`src/rtl/dmem_arbiter_if.sv`:
```
// ============================================================================
// Module   : dmem_arbiter_if
// Purpose  : Core-request / memory handshake bundle for dmem_arbiter.
// Revision : 1.0
// ============================================================================
`default_nettype none

interface dmem_arbiter_if #(
    parameter int NUM_REQ_P = 4
);
    logic [NUM_REQ_P-1:0]       req_valid_i;
    logic [NUM_REQ_P-1:0]       req_wen_i;
    logic [NUM_REQ_P-1:0]       req_byte_i;
    logic [NUM_REQ_P-1:0][31:0] req_addr_i;
    logic [NUM_REQ_P-1:0][31:0] req_wdata_i;
    logic [NUM_REQ_P-1:0]       req_yumi_o;
    logic [NUM_REQ_P-1:0]       rsp_valid_o;
    logic [31:0]                rsp_data_o;
    logic [NUM_REQ_P-1:0]       rsp_yumi_i;

    logic                       mem_valid_o;
    logic                       mem_wen_o;
    logic                       mem_byte_o;
    logic [31:0]                mem_addr_o;
    logic [31:0]                mem_wdata_o;
    logic                       mem_yumi_i;
    logic                       mem_rsp_valid_i;
    logic [31:0]                mem_rsp_data_i;
    logic                       mem_rsp_yumi_o;

    modport master (
        input  req_valid_i, req_wen_i, req_byte_i, req_addr_i, req_wdata_i, rsp_yumi_i,
        input  mem_yumi_i, mem_rsp_valid_i, mem_rsp_data_i,
        output req_yumi_o, rsp_valid_o, rsp_data_o,
        output mem_valid_o, mem_wen_o, mem_byte_o, mem_addr_o, mem_wdata_o, mem_rsp_yumi_o
    );

    modport slave (
        output req_valid_i, req_wen_i, req_byte_i, req_addr_i, req_wdata_i, rsp_yumi_i,
        output mem_yumi_i, mem_rsp_valid_i, mem_rsp_data_i,
        input  req_yumi_o, rsp_valid_o, rsp_data_o,
        input  mem_valid_o, mem_wen_o, mem_byte_o, mem_addr_o, mem_wdata_o, mem_rsp_yumi_o
    );
endinterface

`default_nettype wire

```
`src/rtl/dmem_arbiter.sv`:
```
// ============================================================================
// Module   : dmem_arbiter
// Purpose  : Round-robin N-core data-memory arbiter, one transaction in flight.
//            Optional watchdog enabled by macro DMEM_ARB_TIMEOUT_EN.
// Revision : 1.0
// ============================================================================
`default_nettype none

module dmem_arbiter #(
    parameter int NUM_REQ_P = 4,
    parameter int TIMEOUT_P = 255
) (
    input  wire logic           clk,
    input  wire logic           reset,
    dmem_arbiter_if.master      bus,
    output logic                timeout_o
);
    localparam int IDX_W = $clog2(NUM_REQ_P);

    typedef enum logic [1:0] {
        ST_IDLE     = 2'd0,
        ST_ISSUE    = 2'd1,
        ST_WAIT_RSP = 2'd2
    } state_t;

    state_t             r_state;
    logic [IDX_W-1:0]   r_rr_ptr;
    logic [IDX_W-1:0]   r_owner;
    logic               r_wen;
    logic               r_byte;
    logic [31:0]        r_addr;
    logic [31:0]        r_wdata;

    logic [IDX_W-1:0]   w_grant;
    logic [NUM_REQ_P-1:0] w_owner_oh;
    logic               w_issue;
    logic               w_wait;
    logic               w_done;
    logic               w_abort;

    // Descending scan so the lowest offset from rr_ptr wins.
    always_comb begin : p_grant
        logic [IDX_W-1:0] v_cand;
        v_cand  = '0;
        w_grant = '0;
        for (int i = NUM_REQ_P - 1; i >= 0; i--) begin
            v_cand = IDX_W'((int'(r_rr_ptr) + i) % NUM_REQ_P);
            if (bus.req_valid_i[v_cand]) begin
                w_grant = v_cand;
            end
        end
    end

    assign w_owner_oh = NUM_REQ_P'(1) << r_owner;
    assign w_issue    = (r_state == ST_ISSUE);
    assign w_wait     = (r_state == ST_WAIT_RSP);
    assign w_done     = w_wait && bus.mem_rsp_valid_i && bus.rsp_yumi_i[r_owner];

    always_ff @(posedge clk) begin
        if (!reset) begin
            r_state  <= ST_IDLE;
            r_rr_ptr <= '0;
            r_owner  <= '0;
            r_wen    <= 1'b0;
            r_byte   <= 1'b0;
            r_addr   <= '0;
            r_wdata  <= '0;
        end else begin
            case (r_state)
                ST_IDLE: begin
                    if (|bus.req_valid_i) begin
                        r_owner <= w_grant;
                        r_wen   <= bus.req_wen_i[w_grant];
                        r_byte  <= bus.req_byte_i[w_grant];
                        r_addr  <= bus.req_addr_i[w_grant];
                        r_wdata <= bus.req_wdata_i[w_grant];
                        r_state <= ST_ISSUE;
                    end
                end
                ST_ISSUE: begin
                    if (bus.mem_yumi_i) begin
                        r_state <= ST_WAIT_RSP;
                    end else if (w_abort) begin
                        r_state <= ST_IDLE;
                    end
                end
                ST_WAIT_RSP: begin
                    if (w_done) begin
                        r_rr_ptr <= (r_owner == IDX_W'(NUM_REQ_P - 1)) ? '0 : r_owner + IDX_W'(1);
                        r_state  <= ST_IDLE;
                    end else if (w_abort) begin
                        r_state <= ST_IDLE;
                    end
                end
                default: r_state <= ST_IDLE;
            endcase
        end
    end

`ifdef DMEM_ARB_TIMEOUT_EN
    localparam int WD_W = $clog2(TIMEOUT_P + 1);

    logic [WD_W-1:0] r_wdog;
    logic            r_timeout;
    logic            w_progress;

    // Forward progress this cycle (accept or completion) cancels the abort.
    assign w_progress = (w_issue && bus.mem_yumi_i) || w_done;
    assign w_abort    = (w_issue || w_wait) && !w_progress && (r_wdog == WD_W'(TIMEOUT_P - 1));

    always_ff @(posedge clk) begin
        if (!reset) begin
            r_wdog    <= '0;
            r_timeout <= 1'b0;
        end else begin
            if (w_abort) begin
                r_timeout <= 1'b1;
            end
            if ((w_issue || w_wait) && !w_done && !w_abort) begin
                r_wdog <= r_wdog + WD_W'(1);
            end else begin
                r_wdog <= '0;
            end
        end
    end

    assign timeout_o = r_timeout;
`else
    assign w_abort   = 1'b0;
    assign timeout_o = 1'b0;
`endif

    // Gating with reset keeps every handshake quiet while reset is held.
    assign bus.req_yumi_o     = (reset && w_issue && bus.mem_yumi_i)      ? w_owner_oh : '0;
    assign bus.rsp_valid_o    = (reset && w_wait && bus.mem_rsp_valid_i)  ? w_owner_oh : '0;
    assign bus.rsp_data_o     = (reset && w_wait) ? bus.mem_rsp_data_i : 32'd0;
    assign bus.mem_rsp_yumi_o = reset && w_wait && bus.rsp_yumi_i[r_owner];

    assign bus.mem_valid_o    = reset && w_issue;
    assign bus.mem_wen_o      = reset && w_issue && r_wen;
    assign bus.mem_byte_o     = reset && w_issue && r_byte;
    assign bus.mem_addr_o     = (reset && w_issue) ? r_addr  : 32'd0;
    assign bus.mem_wdata_o    = (reset && w_issue) ? r_wdata : 32'd0;

endmodule

`default_nettype wire

```
`src/flat_wrapper.sv`:
```
// flat-port wrapper written by rule: the top's interface ports become plain ports
module dmem_arbiter_flat 
#(
    parameter int NUM_REQ_P = 4,
    parameter int TIMEOUT_P = 255
)
  (clk, reset, timeout_o, bus_req_valid_i, bus_req_wen_i, bus_req_byte_i, bus_req_addr_i, bus_req_wdata_i, bus_rsp_yumi_i, bus_mem_yumi_i, bus_mem_rsp_valid_i, bus_mem_rsp_data_i, bus_req_yumi_o, bus_rsp_valid_o, bus_rsp_data_o, bus_mem_valid_o, bus_mem_wen_o, bus_mem_byte_o, bus_mem_addr_o, bus_mem_wdata_o, bus_mem_rsp_yumi_o);
  dmem_arbiter_if #(.NUM_REQ_P(NUM_REQ_P)) bus_i ();
  input  wire logic clk;
  input  wire logic reset;
  output logic timeout_o;
  input wire logic [$bits(bus_i.req_valid_i)-1:0] bus_req_valid_i;
  input wire logic [$bits(bus_i.req_wen_i)-1:0] bus_req_wen_i;
  input wire logic [$bits(bus_i.req_byte_i)-1:0] bus_req_byte_i;
  input wire logic [$bits(bus_i.req_addr_i)-1:0] bus_req_addr_i;
  input wire logic [$bits(bus_i.req_wdata_i)-1:0] bus_req_wdata_i;
  input wire logic [$bits(bus_i.rsp_yumi_i)-1:0] bus_rsp_yumi_i;
  input wire logic [$bits(bus_i.mem_yumi_i)-1:0] bus_mem_yumi_i;
  input wire logic [$bits(bus_i.mem_rsp_valid_i)-1:0] bus_mem_rsp_valid_i;
  input wire logic [$bits(bus_i.mem_rsp_data_i)-1:0] bus_mem_rsp_data_i;
  output wire logic [$bits(bus_i.req_yumi_o)-1:0] bus_req_yumi_o;
  output wire logic [$bits(bus_i.rsp_valid_o)-1:0] bus_rsp_valid_o;
  output wire logic [$bits(bus_i.rsp_data_o)-1:0] bus_rsp_data_o;
  output wire logic [$bits(bus_i.mem_valid_o)-1:0] bus_mem_valid_o;
  output wire logic [$bits(bus_i.mem_wen_o)-1:0] bus_mem_wen_o;
  output wire logic [$bits(bus_i.mem_byte_o)-1:0] bus_mem_byte_o;
  output wire logic [$bits(bus_i.mem_addr_o)-1:0] bus_mem_addr_o;
  output wire logic [$bits(bus_i.mem_wdata_o)-1:0] bus_mem_wdata_o;
  output wire logic [$bits(bus_i.mem_rsp_yumi_o)-1:0] bus_mem_rsp_yumi_o;
  assign bus_i.req_valid_i = bus_req_valid_i;
  assign bus_i.req_wen_i = bus_req_wen_i;
  assign bus_i.req_byte_i = bus_req_byte_i;
  assign bus_i.req_addr_i = bus_req_addr_i;
  assign bus_i.req_wdata_i = bus_req_wdata_i;
  assign bus_i.rsp_yumi_i = bus_rsp_yumi_i;
  assign bus_i.mem_yumi_i = bus_mem_yumi_i;
  assign bus_i.mem_rsp_valid_i = bus_mem_rsp_valid_i;
  assign bus_i.mem_rsp_data_i = bus_mem_rsp_data_i;
  assign bus_req_yumi_o = bus_i.req_yumi_o;
  assign bus_rsp_valid_o = bus_i.rsp_valid_o;
  assign bus_rsp_data_o = bus_i.rsp_data_o;
  assign bus_mem_valid_o = bus_i.mem_valid_o;
  assign bus_mem_wen_o = bus_i.mem_wen_o;
  assign bus_mem_byte_o = bus_i.mem_byte_o;
  assign bus_mem_addr_o = bus_i.mem_addr_o;
  assign bus_mem_wdata_o = bus_i.mem_wdata_o;
  assign bus_mem_rsp_yumi_o = bus_i.mem_rsp_yumi_o;
  dmem_arbiter #(.NUM_REQ_P(NUM_REQ_P), .TIMEOUT_P(TIMEOUT_P)) u_core (.clk(clk), .reset(reset), .bus(bus_i), .timeout_o(timeout_o));
endmodule
```
`config.mk`:
```
export PLATFORM = sky130hd
export DESIGN_NAME = dmem_arbiter_flat
export DESIGN_NICKNAME = d
export VERILOG_FILES = /design/src/rtl/dmem_arbiter_if.sv /design/src/rtl/dmem_arbiter.sv /design/src/flat_wrapper.sv
export SDC_FILE = /design/constraint.sdc
export NUM_CORES = 1
export LEC_CHECK = 0
export CELL_PAD_IN_SITES_DETAIL_PLACEMENT = 1
export CELL_PAD_IN_SITES_GLOBAL_PLACEMENT = 1
export CORE_UTILIZATION = 20
export DETAILED_ROUTE_END_ITERATION = 7
export GPL_ROUTABILITY_DRIVEN = 0
export GPL_TIMING_DRIVEN = 0
export PLACE_DENSITY = 0.87
export SKIP_CTS_REPAIR_TIMING = 1
export SLEW_MARGIN = 0
export SYNTH_ARGS = -nofsm -noshare
export SYNTH_HDL_FRONTEND = slang
export SYNTH_SLANG_ARGS = --single-unit
```
`constraint.sdc`:
```
create_clock -name clk -period 2.15 [get_ports clk]
set_clock_uncertainty 0.15 [all_clocks]
set_input_delay 0.43 -clock clk [delete_from_list [all_inputs] [get_ports clk]]
set_output_delay 0.43 -clock clk [all_outputs]
set_load 0.01 [all_outputs]
```
**Word level (Yosys, flattened, before mapping)**

Cells that the tools add are included.

- Logic and storage cells: 70
- Register bits: 72
- Output and inout port bits: 109
- Input bits: 308

- Eq/ne operators: 6
- Reductions and logical operators: 14
- Add/subtract/negate cells: 4
- Shift operators: 1
- Muxes and demuxes: 32
- $lt $le $gt $ge: 6

Operators by type and width:

| kind | number |
|---|---|
| two-way mux 32 bit | 5 |
| binary-select mux 32 bit (select 2 bit) | 2 |
| < comparator 2 x 3 -> 1 bit, second input constant | 6 |
| two-way mux 2 bit | 8 |
| binary-select mux 1 bit (select 2 bit) | 7 |
| logical AND 1 bit | 9 |
| two-way mux 4 bit | 2 |
| two-way mux 1 bit | 7 |
| case mux 2 bit (3 select lines) | 1 |
| adder 2 x 1 -> 2 bit, second input constant | 2 |
| adder 2 bit, second input constant | 2 |
| == test 2 bit, second input constant | 2 |
| != test 2 bit, second input constant | 2 |
| AND reduction 2 bit | 2 |
| OR reduction 4 bit | 1 |
| << shifter 1 x 2 -> 4 bit, first input constant | 1 |
| AND reduction 3 bit | 1 |
| == test 2 x 1 -> 1 bit, second input constant | 1 |
| logical NOT 2 bit | 1 |
| != test 2 x 1 -> 1 bit, second input constant | 1 |

**Longest topological paths before layout**

- Depth in word-level cells: 9
- Depth in mapped cells: 9

**Least setup slack after synthesis**

Ideal clock, no wire load.

- Path type: input -> output
- Start: input port reset
- End: output port bus_mem_addr_o[23]
- Path buffers: 1
- Required time: 1.570 ns
- Stages: 4
- Setup slack: -0.059 ns
- Arrival time: 1.629 ns
- Cell sequence: clkinv_1 nor3b_1 clkbuf_1 and2_1

- Word-level cells in the longest chain between the ends: 2

Ends and longest elaborated chain:

| what | RTL line | RTL |
|---|---|---|
| start: declaration | flat_wrapper.sv:10 | `input wire logic reset;` |
| logical AND 1 bit | - |  |
| named net bus_mem_valid_o | flat_wrapper.sv:24 | `output wire logic [$bits(bus_i.mem_valid_o)-1:0] bus_mem_valid_o;` |
| two-way mux 32 bit | dmem_arbiter.sv:142 | `assign bus.mem_addr_o = (reset && w_issue) ? r_addr : 32'd0;` |
| end: declaration | flat_wrapper.sv:27 | `output wire logic [$bits(bus_i.mem_addr_o)-1:0] bus_mem_addr_o;` |

The timed path passes the listed nets, and every way through them passes these cells.

**Worst setup path in the final report**

- Start: input port reset
- End: output port bus_req_yumi_o[1]

- Word-level cells in the longest chain between the ends: 3

Ends and longest elaborated chain:

| what | RTL line | RTL |
|---|---|---|
| logical AND 1 bit (2 in series) | dmem_arbiter.sv:134 | `assign bus.req_yumi_o = (reset && w_issue && bus.mem_yumi_i) ? w_owner_oh : '0;` |
| two-way mux 4 bit | dmem_arbiter.sv:134 |  |
| end: declaration | flat_wrapper.sv:21 | `output wire logic [$bits(bus_i.req_yumi_o)-1:0] bus_req_yumi_o;` |

No other way between the ends.

==> flow_metrics.env <==
export IMPL_status="finished, violations left"
export IMPL_failed_checks="negative setup slack"
export IMPL_htree_levels=3
export IMPL_firstDrtPassIters=5
export IMPL_critPathRequiredTime_ns=1.57
export IMPL_synth_edf_count=0
export IMPL_r2r_end="u_core.r_wdata[5]"
export IMPL_pwr_share_seq_pct=31.1
export IMPL_clkPwrFrac_pct=33.0
export IMPL_grt_pass1_vias=7313
export IMPL_rrSetupSlack_ns=-0.10
export IMPL_path_cells="buf_6 > clkinvlp_4 > nor3b_4 > buf_12 > buf_12 > buf_12 > and3_4 > buf_6"
export IMPL_syn_nets=936
export IMPL_comb_power_share_pct=35.9
export IMPL_peakVddDrop_mv=0.2151
export IMPL_min_from="u_core.r_addr[2]"
export IMPL_drc=0
export IMPL_p_leak_nw=4.619
export IMPL_viasPerCell=4.854
export IMPL_min_period_ns=2.287
export IMPL_ys_warn_count=0
export IMPL_r2r_start="u_core.r_rr_ptr[1]"
export IMPL_vias=6854
export IMPL_synthTopCellsByArea="dfxtp_1, and2_1, a221o_1"
export IMPL_pin_count=417
export IMPL_coreArea_um2=25470
export IMPL_clk_pin_slew_ns=0.07
export IMPL_antenna_found_initial=1
export IMPL_cts_root_buf="clkbuf_16"
export IMPL_setup_slack_ns=-0.1371
export IMPL_cap_violations=0
export IMPL_area_delta_synth_final_pct=109.7
export IMPL_detail_route_antenna_nets=0
export IMPL_ys_flop_type="dfxtp_1"
export IMPL_worst_path_most_repeated_cell="buf_12"
export IMPL_r2r_cells=9
export IMPL_clock_latency_ns=0.33
export IMPL_switching_share_pct=29.23
export IMPL_critPathMaxFanout=6
export IMPL_die_height_um=164.1
export IMPL_p_per_area_nw_per_um2=468.6
export IMPL_slew_limit_headroom_pct=62.13
export IMPL_gr_total_overflow=0
export IMPL_grt_pass1_wl_um=41960
export IMPL_cts_tree="built"
export IMPL_drt_initial_drc_count=327
export IMPL_wire_per_inst_um=21.87
export IMPL_endpoint_kind="output pin"
export IMPL_cts_buffers=9
export IMPL_fin_util_pct=43.28
export IMPL_clk_path_buf_depth=2
export IMPL_p_int_w=0.003656
export IMPL_worst_pin_slew_ns=0.5650
export IMPL_synth_top_area_share_pct=27.42
export IMPL_startpoint_type="input port"
export IMPL_slew_viol_final=0
export IMPL_rows=58
export IMPL_cp_arrival_ns=1.71
export IMPL_async_flop_share_pct=0
export IMPL_critPathKind="in -> out"
export IMPL_die_x_um=164.1
export IMPL_die_area_um2=26940
export IMPL_ys_seq_elements=72
export IMPL_switchingPower_w=0.001510
export IMPL_cts_sinks=72
export IMPL_ys_types=37
export IMPL_p_total_w=0.005166
export IMPL_hpwl_um=23640
export IMPL_crit_slowest_cell="nor3b_4"
export IMPL_hold_path_depth=2
export IMPL_ys_seq_area_share_pct=27.42
export IMPL_pre_cts_ws_ns=-2.118
export IMPL_synth_avg_cell_area_um2=8.426
export IMPL_track_usage_pct=20.83
export IMPL_hold_end="u_core.r_addr[2]"
export IMPL_syn_area_um2=5258
export IMPL_yosysTopAreaCell="dfxtp_1"
export IMPL_drive_gt1_share_pct=32.75
export IMPL_portBuffers=415
export IMPL_rsz0062_at_grt="yes"
export IMPL_setup_tns_ns=-9.458
export IMPL_max_stage_delay_ns=0.29
export IMPL_layout_cells_non_filler=1412
export IMPL_final_hold_violation_count=0
export IMPL_dp_cells=1369
export IMPL_drt_total_wl_um=30880
export IMPL_clock_fmax_mhz=437.2
export IMPL_fin_nets=1389
export IMPL_hold_path_class="reg -> reg"
export IMPL_setup_violations=124
export IMPL_grt_max_degree=13
export IMPL_initial_utilization_pct=20.64
export IMPL_synthCells=624
export IMPL_period_share_pct=106.4
## power groups by stage
stage	Combinational [W]	Clock, W	Sequential [W]
3_3_place_gp	0.00159	0	0.00161
4_1_cts	0.00163	0.00175	0.00159
6_report	0.00185	0.00171	0.00160
2_1_floorplan	0.000700	0	0.00158
5_1_grt	0.00198	0.00182	0.00162
3_5_place_dp	0.00163	0	0.00162
## worst max path at each step
stage                              to                from  cells past startpoint  slack (ns)
floorplan           u_core.r_wdata[0]  bus_req_valid_i[2]                      7        0.02
detailed placement  bus_req_yumi_o[2]               reset                      6       -2.12
global placement    bus_req_yumi_o[2]               reset                      6       -2.13
CTS                 bus_req_yumi_o[2]               reset                      6       -2.11
global route        bus_req_yumi_o[1]               reset                      8       -0.20
finish              bus_req_yumi_o[1]               reset                      8       -0.14
## cell families (layout without fill, tap and decap cells)
kind of cell,Yosys count,after routing,synth area share (%)
muxes,77,77,17.71
AOI/OAI and AO/OA,202,202,26.08
other,1,2,0.07133
and+or+nand+nor,197,197,21.42
DFF,72,72,27.42
buffers and inverters,71,528,6.354
adders and majority gates,4,4,0.9520
## cell usage after synthesis, drive strengths merged, types with 2 or more instances
master and count:
a21oi 70, a221o 59, and2 100, and3 9, buf 22, clkbuf 44
dfxtp 72, ha 4, inv 4, mux2 58, mux2i 18, nand2 12
nand3 59, nor2 5, nor2b 2, nor3b 2, o21ai 60, o22a 8
or3 3, or3b 2
## critical path, delay by kind of cell
family	cells	cell delay [ns]
simple gates	2	0.48
buf+inv	6	0.77
## cell usage in the layout, fill, tap and decap left out, types with 2 or more instances in the layout
cell and count:
clkbuf_1 18, mux2_4 20, inv_1 4, clkdlybuf4s50_1 302
nand2_1 12, clkbuf_16 14, clkbuf_2 23, buf_8 8
a21oi_1 56, bufinv_16 2, mux2_2 38, nor2b_4 2
nand3_1 58, nor3b_4 2, and2_4 61, buf_6 81
buf_4 20, o21ai_0 59, clkbuf_4 2, and2_1 39
dlymetal6s2s_1 10, buf_2 30, nor2_1 3, o22a_1 8
dfxtp_1 67, ha_1 4, clkinvlp_4 2, a21oi_4 2
or3_1 3, a21oi_2 12, and3_4 5, mux2i_1 17
buf_12 9, dfxtp_4 5, and3_1 4, a221o_1 58
## stage by stage
stage / hold slack (ns) / instance area [um2]
floorplan: 0.2773 / 5263
finish: 0.3161 / 11020
CTS: 0.3056 / 10150
global placement: 0.2842 / 9829
global route: 0.3310 / 11020
detailed placement: 0.2974 / 9829
## state kept, by name, indices dropped and copies added, names as in the netlist
signal and flops:
u_core.r_addr 32, u_core.r_wdata 32, u_core.r_owner 2, u_core.r_rr_ptr 2
u_core.r_state 2, u_core.r_byte 1, u_core.r_wen 1
## area by class of cell
cell class / count / area [um2]
fill: 2905 / 14450
clock buffer: 10 / 239.0
antenna: 1 / 2.502
tap: 330 / 412.9
sequential: 72 / 1460
buffer: 65 / 503.0
inverter: 5 / 22.52
clock inverter: 5 / 81.33
multi-input combinational: 481 / 3822
timing repair buffer: 443 / 4481
## per-layer routing
metal	vias to the layer above	track usage, %	wire length [um]
li1	3213	-	-
met1	3305	22.49	11560
met2	308	38.95	16450
met3	28	5.859	2318
met4	0	6.103	555
met5	-	0	0
Note: power is estimated with default switching activity, not from simulation.
==> edit: new RTL, config.mk and constraints unchanged <==
`NUM_REQ_P` is set to 4 in 3 places; all go to 8.
--- a/src/rtl/dmem_arbiter_if.sv
+++ b/src/rtl/dmem_arbiter_if.sv
@@ -7,5 +7,5 @@
 
 interface dmem_arbiter_if #(
-    parameter int NUM_REQ_P = 4
+    parameter int NUM_REQ_P = 8
 );
     logic [NUM_REQ_P-1:0]       req_valid_i;
--- a/src/rtl/dmem_arbiter.sv
+++ b/src/rtl/dmem_arbiter.sv
@@ -8,5 +8,5 @@
 
 module dmem_arbiter #(
-    parameter int NUM_REQ_P = 4,
+    parameter int NUM_REQ_P = 8,
     parameter int TIMEOUT_P = 255
 ) (
--- a/src/flat_wrapper.sv
+++ b/src/flat_wrapper.sv
@@ -2,5 +2,5 @@
 module dmem_arbiter_flat 
 #(
-    parameter int NUM_REQ_P = 4,
+    parameter int NUM_REQ_P = 8,
     parameter int TIMEOUT_P = 255
 )
Ports: changed (8 resized); port bits go from 417 to 697. No check against the original RTL was run, so the function may have changed too.
==> edit against the unedited design <==
The flow still finishes with violations (setup timing); first-iteration DRC count grew to 3.7 times the old value; area after synthesis is 86% higher; sequential power is 8% higher; via count is 120% higher; core utilization is 2.0 points lower; fmax is 47% lower; worst setup slack worse by 2.0 ns; cell area is 80% higher; combinational power grew to 2.7 times the old value; wire length grew to 2.6 times the old value; sequential cell count is 2 higher; cell count is 96% higher; total power is 64% higher; largest cell class unchanged; highest routed layer is now met5.
==> edit: results (changes against the unedited design) <==
pin count of the biggest net entering global routing=14 (+1); Slew Limit Headroom=0.240 (-0.381); DR WL met2=38.8 mm (+140%); gr usage total=0.285 (+0.0764); number of cells traversed by the worst register-to-register path=17 (+8); number of global-route vias before repair=15.5k (+110%); antenna violations before repair=15 (+14); share of layout cells above drive strength 1=0.241 (-0.0867); timing endpoint of the critical path=u_core.r_addr[31]$_SDFFE_PN0P_; placement-stage cell area=17700 um2 (+80%); Vias=15.3k (+120%); routed length on met1=31.5 mm (+170%); fraction of the yosys area taken by sequential cells=0.151 (-0.123); Total Nets Final=2722 (+96%); timing startpoint of the critical path=u_core.r_rr_ptr[0]$_SDFFE_PN0P_; endpoint kind of the worst setup timing path=flip-flop; violations in the final reports=setup timing; maximum vdd drop=0.425 mV (+97%); Setup Viol. Count Final=174 (+40%); count of input and output buffers=691 (+67%); met3 WL post-DR=6.91 mm (+200%); min setup slack post-route=-2.15 ns (-2.02 ns); highest signal layer in the routed design=met5; longest individual stage delay on the worst path=0.55 ns (+0.26 ns); wire length of the first global-routing pass=105 mm (+150%); Post-Synthesis Net Count=1935 (+110%); clock latency on the worst-skew pair=0.38 ns (+0.05 ns); fin cells=2766 (+96%); static leakage=8.67 nW (+88%); Crit Path Max Fanout=5 (-1); violation count after the first detailed-routing iteration=1203 (+270%); cell count after synthesis=1347 (+120%); cell types with the highest counts after synthesis=206 x sky130_fd_sc_hd__nor2_1, 149 x sky130_fd_sc_hd__nand2_1, 142 x sky130_fd_sc_hd__mux2i_1, 104 x sky130_fd_sc_hd__o21ai_0, 79 x sky130_fd_sc_hd__clkbuf_1; Crit path arrival time=4.45 ns (+2.74 ns); run status=finished, violations left; critical-path cell with the highest stage delay=sky130_fd_sc_hd__mux4_2; cell class contributing the biggest share of worst-path delay=compound AO/OA/AOI/OAI gates; cells taking the most area after synthesis=sky130_fd_sc_hd__dfxtp_1 15%, sky130_fd_sc_hd__mux2i_1 15%, sky130_fd_sc_hd__nor2_1 7.9%; Netlist cell types=57 (+54%); post-detail-place hpwl=59.6 mm (+150%)
[edit: cell count changes in the layout (fill, tap and decap cells not counted), sizes merged, moves of 76 or more]
cell and delta:
buf +80, clkdlybuf4s50 +269, mux2i +124, nand2 +137, nor2 +201, o21ai +76
[edit: layout make-up]
type                    instances  area (um2)
fillers                      5705       28200
multi-input cells            1119        8190
repair buffers                781        7710
flip-flops and latches         74        1500
plain buffers                 140        1290
well taps                     615         769
clock buffers                  10         229
clock inverters                 6        67.6
inverters                       9        46.3
diodes                         12        30.0
[edit: how the worst min path moves through the flow]
stage                                      end  slack (ns)                            start  depth (start not counted)
3_3_place_gp    u_core.r_state[0]$_SDFFE_PN0P_        0.45   u_core.r_state[1]$_SDFFE_PN0P_                          2
4_1_cts         u_core.r_state[0]$_SDFFE_PN0P_        0.49   u_core.r_state[1]$_SDFFE_PN0P_                          2
2_1_floorplan  u_core.r_wdata[28]$_SDFFE_PN0P_        0.40  u_core.r_wdata[28]$_SDFFE_PN0P_                          2
5_1_grt         u_core.r_state[1]$_SDFFE_PN0P_        0.46              bus_mem_rsp_valid_i                          3
3_5_place_dp    u_core.r_state[0]$_SDFFE_PN0P_        0.48   u_core.r_state[1]$_SDFFE_PN0P_                          2
6_report        u_core.r_owner[0]$_SDFFE_PN0P_        0.45   u_core.r_owner[0]$_SDFFE_PN0P_                          1
[edit: logic make-up after synthesis]
kind of cell,count (synthesis),share of synthesized area
buffers and inverters,154,0.0787
other,1,0.000383
DFF,74,0.151
adders and majority gates,8,0.0102
xor gates and xnor gates,3,0.00268
AOI/OAI and AO/OA,440,0.336
muxes,166,0.190
and+or+nand+nor,501,0.231
[edit: per-stage QoR]
step / setup slack [ns] / setup TNS, ns
floorplan: -1.60 / -107.80
global placement: -2.66 / -322.56
detailed placement: -2.82 / -336.97
CTS: -2.83 / -341.04
global route: -2.21 / -164.69
finish: -2.15 / -155.56
[edit: where the power goes]
part	total, mW	internal (mW)	switching (mW)
logic	5.04	2.56	2.49
registers	1.73	1.58	0.145
clock network	1.68	0.905	0.773
[edit: per-layer routing]
layer / track usage / vias to the layer above
li1: - / 6594
met1: 0.337 / 7501
met2: 0.485 / 985
met3: 0.0680 / 240
met4: 0.128 / 4
met5: 0 / -
